===== config.mk =====
export PLATFORM = sky130hd
export DESIGN_NAME = io_timer
export DESIGN_NICKNAME = d
export VERILOG_FILES = /design/src/rtl/io_timer_pkg.sv /design/src/rtl/io_timer_prescaler.sv /design/src/rtl/io_timer.sv
export SDC_FILE = /design/constraint.sdc
export NUM_CORES = 1
export LEC_CHECK = 0
export BUFFER_PORTS_ARGS = -buffer_cell sky130_fd_sc_hd__buf_4
export CAP_MARGIN = 10
export CORE_ASPECT_RATIO = 0.75
export CORE_UTILIZATION = 60
export DETAILED_ROUTE_END_ITERATION = 8
export PLACE_DENSITY = 0.82
export SETUP_SLACK_MARGIN = 0.2
export SLEW_MARGIN = 20
export SYNTH_ARGS = -nofsm -noshare
export SYNTH_HDL_FRONTEND = slang
export SYNTH_SLANG_ARGS = --single-unit

===== constraint.sdc =====
create_clock -name clk -period 5.6 [get_ports clk]
set_input_delay 0.28 -clock clk [delete_from_list [all_inputs] [get_ports clk]]
set_output_delay 0.28 -clock clk [all_outputs]
set_load 0.1 [all_outputs]

===== src/rtl/io_timer_pkg.sv =====
// Shared definitions for io_timer: register byte offsets, CTRL bit positions,
// run-state encoding and a byte-lane merge helper.
package io_timer_pkg;

  localparam logic [3:0] OffCtrl     = 4'd0;
  localparam logic [3:0] OffPrescale = 4'd2;
  localparam logic [3:0] OffReload   = 4'd4;
  localparam logic [3:0] OffCount    = 4'd6;
  localparam logic [3:0] OffCompare  = 4'd8;

  localparam int unsigned CtrlEn         = 0;
  localparam int unsigned CtrlIe         = 1;
  localparam int unsigned CtrlAutoreload = 2;
  localparam int unsigned CtrlFlag       = 3;

  typedef enum logic {
    StStopped,
    StRunning
  } state_e;

  function automatic logic [15:0] byte_merge(input logic [15:0] cur,
                                             input logic        wr_lo,
                                             input logic        wr_hi,
                                             input logic [7:0]  val_lo,
                                             input logic [7:0]  val_hi);
    logic [15:0] res;
    res = cur;
    if (wr_lo) res[7:0] = val_lo;
    if (wr_hi) res[15:8] = val_hi;
    return res;
  endfunction

endpackage


===== src/rtl/io_timer_prescaler.sv =====
// Free-running 0..limit counter; tick is high in the cycle the count equals limit.
module io_timer_prescaler (
  input  logic        clk,
  input  logic        reset,
  input  logic        enable,
  input  logic        clear,
  input  logic [15:0] limit,
  output logic        tick
);

  logic [15:0] cnt_q, cnt_d;

  assign tick = enable && (cnt_q == limit);

  always_comb begin
    cnt_d = cnt_q + 16'd1;
    if (!enable || clear || tick) cnt_d = 16'd0;
  end

  always_ff @(posedge clk or posedge reset) begin
    if (reset) cnt_q <= 16'd0;
    else       cnt_q <= cnt_d;
  end

endmodule


===== src/rtl/io_timer.sv =====
// Memory-mapped countdown timer with prescaler, auto-reload and level interrupt.
// Define IO_TIMER_PWM_EN to add the COMPARE register (+8) and the pwm output.
module io_timer
  import io_timer_pkg::*;
#(
  parameter logic [15:0] BASEADDR = 16'h0010
) (
  input  logic        clk,
  input  logic        reset,
  input  logic [15:0] dread_addr,
  output logic [15:0] dread_data,
  input  logic [15:0] dwrite_addr,
  input  logic [15:0] dwrite_data,
  input  logic [1:0]  dwrite_en,
  output logic        interrupt
`ifdef IO_TIMER_PWM_EN
  ,
  output logic        pwm
`endif
);

`ifdef IO_TIMER_PWM_EN
  localparam logic [15:0] WinBytes = 16'd10;
`else
  localparam logic [15:0] WinBytes = 16'd8;
`endif

  state_e      state_q, state_d;
  logic        ie_q, ie_d, ar_q, ar_d, flag_q, flag_d;
  logic [15:0] prescale_q, prescale_d, reload_q, reload_d, count_q, count_d;
  logic [15:0] rdata_q, rdata_d;
  logic        irq_q;
  logic        tick, expire, ctrl_wr, pre_clear;
  logic [7:0]  ctrl_val;

  // Per-byte write strobes and data, indexed by window offset.
  logic [15:0]      wr_byte;
  logic [15:0][7:0] wr_val;
  logic [15:0]      woff0, woff1, roff0, roff1;
  logic [15:0][7:0] rview;
  logic [7:0]       rd_lo, rd_hi;
  logic             unused_wr;

  assign woff0 = dwrite_addr - BASEADDR;
  assign woff1 = dwrite_addr + 16'd1 - BASEADDR;

  always_comb begin
    wr_byte = '0;
    wr_val  = '0;
    if (dwrite_en[0] && (woff0 < WinBytes)) begin
      wr_byte[woff0[3:0]] = 1'b1;
      wr_val[woff0[3:0]]  = dwrite_data[7:0];
    end
    if (dwrite_en[1] && (woff1 < WinBytes)) begin
      wr_byte[woff1[3:0]] = 1'b1;
      wr_val[woff1[3:0]]  = dwrite_data[15:8];
    end
  end

  assign unused_wr = ^{wr_byte, wr_val};

  assign ctrl_wr   = wr_byte[OffCtrl];
  assign ctrl_val  = wr_val[OffCtrl];
  assign pre_clear = ctrl_wr || wr_byte[OffPrescale] || wr_byte[OffPrescale+4'd1];
  assign expire    = tick && (count_q == 16'd0);

  io_timer_prescaler u_prescaler (
    .clk    (clk),
    .reset  (reset),
    .enable (state_q == StRunning),
    .clear  (pre_clear),
    .limit  (prescale_q),
    .tick   (tick)
  );

  // Expiry without auto-reload stops the timer even if EN is rewritten to 1.
  always_comb begin
    state_d = state_q;
    unique case (state_q)
      StStopped: if (ctrl_wr && ctrl_val[CtrlEn]) state_d = StRunning;
      StRunning: if ((expire && !ar_q) || (ctrl_wr && !ctrl_val[CtrlEn])) state_d = StStopped;
      default:   state_d = StStopped;
    endcase
  end

  always_comb begin
    ie_d   = ie_q;
    ar_d   = ar_q;
    flag_d = flag_q;
    if (ctrl_wr) begin
      ie_d = ctrl_val[CtrlIe];
      ar_d = ctrl_val[CtrlAutoreload];
      if (ctrl_val[CtrlFlag]) flag_d = 1'b0;
    end
    if (expire) flag_d = 1'b1;
  end

  assign prescale_d = byte_merge(prescale_q, wr_byte[OffPrescale], wr_byte[OffPrescale+4'd1],
                                 wr_val[OffPrescale], wr_val[OffPrescale+4'd1]);
  assign reload_d   = byte_merge(reload_q, wr_byte[OffReload], wr_byte[OffReload+4'd1],
                                 wr_val[OffReload], wr_val[OffReload+4'd1]);

  // A bus write to either COUNT byte suppresses decrement/reload for the whole register.
  always_comb begin
    count_d = count_q;
    if (tick) begin
      if (count_q != 16'd0) count_d = count_q - 16'd1;
      else if (ar_q)        count_d = reload_q;
    end
    if (wr_byte[OffCount] || wr_byte[OffCount+4'd1]) begin
      count_d = byte_merge(count_q, wr_byte[OffCount], wr_byte[OffCount+4'd1],
                           wr_val[OffCount], wr_val[OffCount+4'd1]);
    end
  end

`ifdef IO_TIMER_PWM_EN
  logic [15:0] compare_q, compare_d;
  logic        pwm_q;

  assign compare_d = byte_merge(compare_q, wr_byte[OffCompare], wr_byte[OffCompare+4'd1],
                                wr_val[OffCompare], wr_val[OffCompare+4'd1]);

  always_ff @(posedge clk or posedge reset) begin
    if (reset) begin
      compare_q <= 16'd0;
      pwm_q     <= 1'b0;
    end else begin
      compare_q <= compare_d;
      pwm_q     <= (state_d == StRunning) && (count_d < compare_d);
    end
  end

  assign pwm = pwm_q;
`endif

  always_comb begin
    rview = '0;
    rview[OffCtrl]              = {4'b0000, flag_q, ar_q, ie_q, state_q == StRunning};
    rview[OffPrescale]          = prescale_q[7:0];
    rview[OffPrescale+4'd1]     = prescale_q[15:8];
    rview[OffReload]            = reload_q[7:0];
    rview[OffReload+4'd1]       = reload_q[15:8];
    rview[OffCount]             = count_q[7:0];
    rview[OffCount+4'd1]        = count_q[15:8];
`ifdef IO_TIMER_PWM_EN
    rview[OffCompare]           = compare_q[7:0];
    rview[OffCompare+4'd1]      = compare_q[15:8];
`endif
  end

  assign roff0   = dread_addr - BASEADDR;
  assign roff1   = dread_addr + 16'd1 - BASEADDR;
  assign rd_lo   = (roff0 < WinBytes) ? rview[roff0[3:0]] : 8'h00;
  assign rd_hi   = (roff1 < WinBytes) ? rview[roff1[3:0]] : 8'h00;
  assign rdata_d = {rd_hi, rd_lo};

  always_ff @(posedge clk or posedge reset) begin
    if (reset) begin
      state_q    <= StStopped;
      ie_q       <= 1'b0;
      ar_q       <= 1'b0;
      flag_q     <= 1'b0;
      prescale_q <= 16'd0;
      reload_q   <= 16'd0;
      count_q    <= 16'd0;
      rdata_q    <= 16'd0;
      irq_q      <= 1'b0;
    end else begin
      state_q    <= state_d;
      ie_q       <= ie_d;
      ar_q       <= ar_d;
      flag_q     <= flag_d;
      prescale_q <= prescale_d;
      reload_q   <= reload_d;
      count_q    <= count_d;
      rdata_q    <= rdata_d;
      irq_q      <= flag_d && ie_d;
    end
  end

  assign dread_data = rdata_q;
  assign interrupt  = irq_q;

endmodule


# --- After elaboration in Yosys (flattened, before gate mapping) ---
# Cells that the tools add are included.
word_totals:
  regBits: 85
  in_bits: 52
  out_inout_bits: 17
  wordCells: 95
classes:
  addsub: 8
  order_cmp: 10
  n_eq_ne: 3
  n_mux: 33
  n_bitwise: 3
  reduce_logical: 25
ops:
  columns: ["cell", "n"]
  rows:
  - ["$and 128x128->128", 1]
  - ["$bwmux 128", 1]
  - ["$mux 128", 1]
  - ["$mux 16", 5]
  - ["$mux 8", 10]
  - ["$bmux 8 s4", 2]
  - ["$demux 8 s4", 2]
  - ["$lt 16x4->1 const B", 4]
  - ["$mux 64", 1]
  - ["$sub 16x5->16 const B", 4]
  - ["$add 16x1->16 const B", 3]
  - ["$lt 4x5->1 const B", 4]
  - ["$eq 16x16->1", 1]
  - ["$logic_not 16->1", 1]
  - ["$reduce_bool 16->1", 1]
  - ["$sub 16x1->16 const B", 1]
  - ["$logic_and 1x1->1", 10]
  - ["$demux 1 s4", 2]
  - ["$ge 4x1->1 const B", 2]
  - ["$mux 1", 8]
  - ["$or 8x8->8", 1]
  - ["$logic_or 1x1->1", 6]
  - ["$reduce_and 3->1", 2]
  - ["$ne 2x2->1 const B", 2]
  - ["5 further kinds", 7]

# --- Depth between registers and ports, before layout ---
depth:
  ltp_word: 14
  depth_mapped: 10
  mapped_depth_nobuf: 9

# --- Modules after synthesis ---
# A second synthesis with hierarchy kept.
hier_totals:
  hier_cells: 597
  area_unflattened_um2: 5886.9
modules_own_cells:
  columns: ["module", "instances", "cells_each", "area_each_um2", "seq_area_each_um2"]
  rows:
  - ["io_timer", 1, 498, 4943.5, 1726.7]
  - ["io_timer_prescaler", 1, 99, 943.4, 400.4]

# --- Worst setup path after synthesis ---
# No wires, ideal clock.
synth_path:
  kind: "input-to-reg"
  start: "input port dwrite_addr[10]"
  end: "register count_q[10]"
  setup_time_ns: 0.125
  arrival_time_ns: 2.711
  required_time_ns: 5.475
  path_slack_ns: 2.764
  stages: 9
  n_path_buf: 2
  cell_sequence: "or4_1 > buf_4 > o31ai_4 > or3b_4 > nor4_4 > buf_6 > o31ai_2 > a21oi_4 > mux2_2"
synth_between:
  elab_chain_len: 9
  word_cells_on_any_way: 20
  classes_between: "add/sub (3); order compare (2); eq/ne (1); mux (7); bitwise (1); reduce/logical (6)"
synth_rtl:
  columns: ["item", "line_no", "text"]
  rows:
  - ["start, declared", "io_timer.sv:12", "input logic [15:0] dwrite_addr,"]
  - ["branches (longest 9 deep; another with $add 16x1->16)", null, null]
  - ["end signal, assigned", "io_timer.sv:175", "count_q <= count_d;"]
  - ["end, declared", "io_timer.sv:30", "logic [15:0] prescale_q, prescale_d, reload_q, reload_d, count_q, count_d;"]
# Several ways; the timed one is not identified. The select of a mux whose other input is x is not followed.
# A chain may end at the register's enable or synchronous reset.

# --- Worst setup path in the final report ---
layout_path:
  start: "input port dwrite_addr[10]"
  end: "register count_q[6]"
# The elaborated chain is that of the path after synthesis.

==> reports/metrics.yaml <==
arrival_ns: 3.62
slew_viol_final: 0
die_h_um: 88.3
fin_crit_sh_pct: 60.5
critical_path_class: "in2reg"
cts_htree_levels: 3
routabilityCongestion: 1.01
hold_viol: 0
grt_pass1_wl_um: 26700
crit_path_end_kind: "flop"
r2r_end: "count_q[11]$_DFFE_PP0P_"
track_usage_pct: 35.3
fin_crit_ns: 3.39
finalSetupTns_ns: 0
mostFrequentLayoutCell: "dfrtp_1"
drt-initial-drc-count: 734
hold_class: "in2async"
startpoint: "dwrite_addr[10]"
ios: 69
drive_above_1_share_pct: 21.6
num_rows: 31
avgSynthCellArea_um2: 9.24
instances_no_fill: 830
critPathRequiredTime_ns: 5.83
start_util_pct: 61.7
ys_async_sr_fraction_pct: 100
nFillCells: 733
critPathCapture: "count_q[6]$_DFFE_PP0P_"
drc: 0
antenna_found_initial: 0
startpoint_type: "input pin"
maxSlewHeadroom_pct: 39.7
post-place-ws_ns: 1.89
p_leak_nw: 2.83
yosysSeqAreaShare_pct: 35.7
vias: 5461
die_x_um: 117
finalInstanceArea_mm2: 0.00682
finalSetupViolCount: 0
dp.cells: 814
yosysWarnings: 0
nets: 749
grt_pass1_vias: 4869
worst_setup_hold_path_clk_slew_ns: 0.07
clockRootBuffer: "clkbuf_16"
dp_hpwl_um: 12800
rr_worst_depth: 7
cts_sinks: 85
wl_per_cell_um: 20.7
grt_remaining_overflow: 0
dpl-instance-area_mm2: 0.00648
netlist_area_mm2: 0.00596
layout_common_cells: "85 x dfrtp_1, 82 x nor2_1, 68 x buf_4"
viasPerCell: 6.58
ctsLongestPathBuffers: 2
whs_ns: 0.145
antenna_cells: 0
synth-edff-count: 0
first_pass_iters: 5
fin_ws_ns: 2.21
synth_seq_cells: 85
synth_fp_nets: 701
ant_nets: 0
syn2layout_area_growth_pct: 14.4
core-area_mm2: 0.00966
timing.max_cap.violations: 0
cts_setup_buffers: 0
peakVddDrop_mv: 0.131
status: "finished clean"
skew_ns: 0.00973
max_freq_mhz: 295
die-area_mm2: 0.0103
r2r_setup_slack_ns: 2.23
path_max_fanout: 15
routed_wl_um: 17200
grt_max_degree: 86
synthCells: 645
synth_cell_types: 63
insertion_delay_ns: 0.35
rsz0062_at_grt: "false"
crit_chain: "buf_4 > or4_1 > o41ai_2 > nand3_2 > nor4_4 > or3_1 > o21ai_0 > mux2_2"
cpMaxStageDelayCell: "or4_1"
max_stage_delay_ns: 0.74
portBuffers: 68
worst_pin_slew_ns: 0.896
power_density_mw_per_mm2: 208
synth_ff_type: "dfrtp_1"
cts_resized: 0
cts_tree: "yes"
rr_startpoint: "count_q[2]$_DFFE_PP0P_"
hold_buffers: 0
cts-buffers-inserted: 9
## sequential cells by signal, indices dropped and copies added, names as in the netlist
register           flops
ar_q                   1
ie_q                   1
state_q                1
reload_q              16
flag_q                 1
interrupt              1
count_q               16
u_prescaler.cnt_q     16
prescale_q            16
dread_data            16
## cell families after synthesis
| group | share of synthesized area (%) |
|---|---|
| simple gates | 27.0 |
| compound gates | 13.4 |
| flops | 35.7 |
| mux | 13.2 |
| xor+xnor | 6.91 |
| buf+inv | 3.02 |
| fa+ha+maj | 0.840 |
## stage by stage
step | total power [mW] | utilization, %
global placement | 0.761 | 67.1
finish | 1.42 | 70.6
CTS | 1.42 | 70.5
detailed placement | 0.765 | 67.1
floorplan | 0.704 | -
global route | 1.46 | 70.6
## cells in the mapped netlist, drive strengths merged, types with 2 or more instances
master  count  share of area [%]
a221oi      6               0.88
or3         4               0.50
a221o       2               0.34
nand3      52                4.5
mux2i      12                2.0
nor4b       3               0.44
o31ai       2               0.57
nand2b      4               0.42
nor2b       9               0.94
inv         6               0.38
or3b        2               0.34
xor2       27                4.0
nor2       83                5.3
nor4       15                3.3
buf        17                1.7
mux4       16                6.0
o41ai       2               0.74
ha          4               0.84
o21ai      33                2.8
nand3b      2               0.25
clkbuf     15               0.94
nand2      64                4.0
xnor2      20                2.9
or2         2               0.21
and3        9               0.94
a22oi      36                4.5
or4b        3               0.50
o22ai       5               0.52
a21oi      19                1.8
nand4       7               0.73
dfrtp      85                 36
nor3b       4               0.50
and2        6               0.63
or4         8                1.0
mux2       27                5.1
nor3       22                1.8
## power by group
| group | total (mW) | internal, mW | leakage [nW] | switching [mW] |
|---|---|---|---|---|
| sequential | 0.615 | 0.614 | 1.09 | 0.000633 |
| clock | 0.661 | 0.396 | 0.157 | 0.265 |
| combinational | 0.141 | 0.0561 | 1.58 | 0.0846 |
## layer usage
| layer | wire, µm | GRT usage [%] | vias up |
|---|---|---|---|
| li1 | - | - | 2483 |
| met1 | 7310 | 50.6 | 2606 |
| met2 | 7570 | 52.0 | 324 |
| met3 | 1940 | 9.18 | 48 |
| met4 | 385 | 12.1 | 0 |
| met5 | 0 | 0 | - |
## critical path: cells and delay by family
kind,cells,cell delay [ns]
simple gates,4,2.25
compound gates,2,0.68
mux,1,0.29
buf+inv,1,0.11
## how the worst min path moves through the flow
stage                                    from                             end  slack (ns)  depth (start not counted)
2_1_floorplan                 dwrite_data[12]      prescale_q[12]$_DFFE_PP0P_        0.41                          2
3_3_place_gp   u_prescaler.cnt_q[0]$_DFF_PP0_  u_prescaler.cnt_q[0]$_DFF_PP0_        0.53                          1
3_5_place_dp   u_prescaler.cnt_q[0]$_DFF_PP0_  u_prescaler.cnt_q[0]$_DFF_PP0_        0.54                          1
4_1_cts                       dwrite_data[13]      prescale_q[13]$_DFFE_PP0P_        0.20                          3
5_1_grt                                 reset  u_prescaler.cnt_q[9]$_DFF_PP0_        0.22                          3
6_report                                reset          count_q[2]$_DFFE_PP0P_        0.14                          3
## area by class of cell
cell class | instances | area (µm²) | area share, %
clock buffer | 9 | 225 | 3.30
clock inverter | 7 | 103 | 1.51
inverter | 6 | 23.8 | 0.349
multi-input combinational | 522 | 3650 | 53.6
sequential | 85 | 2130 | 31.2
tap | 132 | 165 | 2.42
timing repair buffer | 69 | 522 | 7.65
Note: power is estimated with default switching activity, not from simulation.
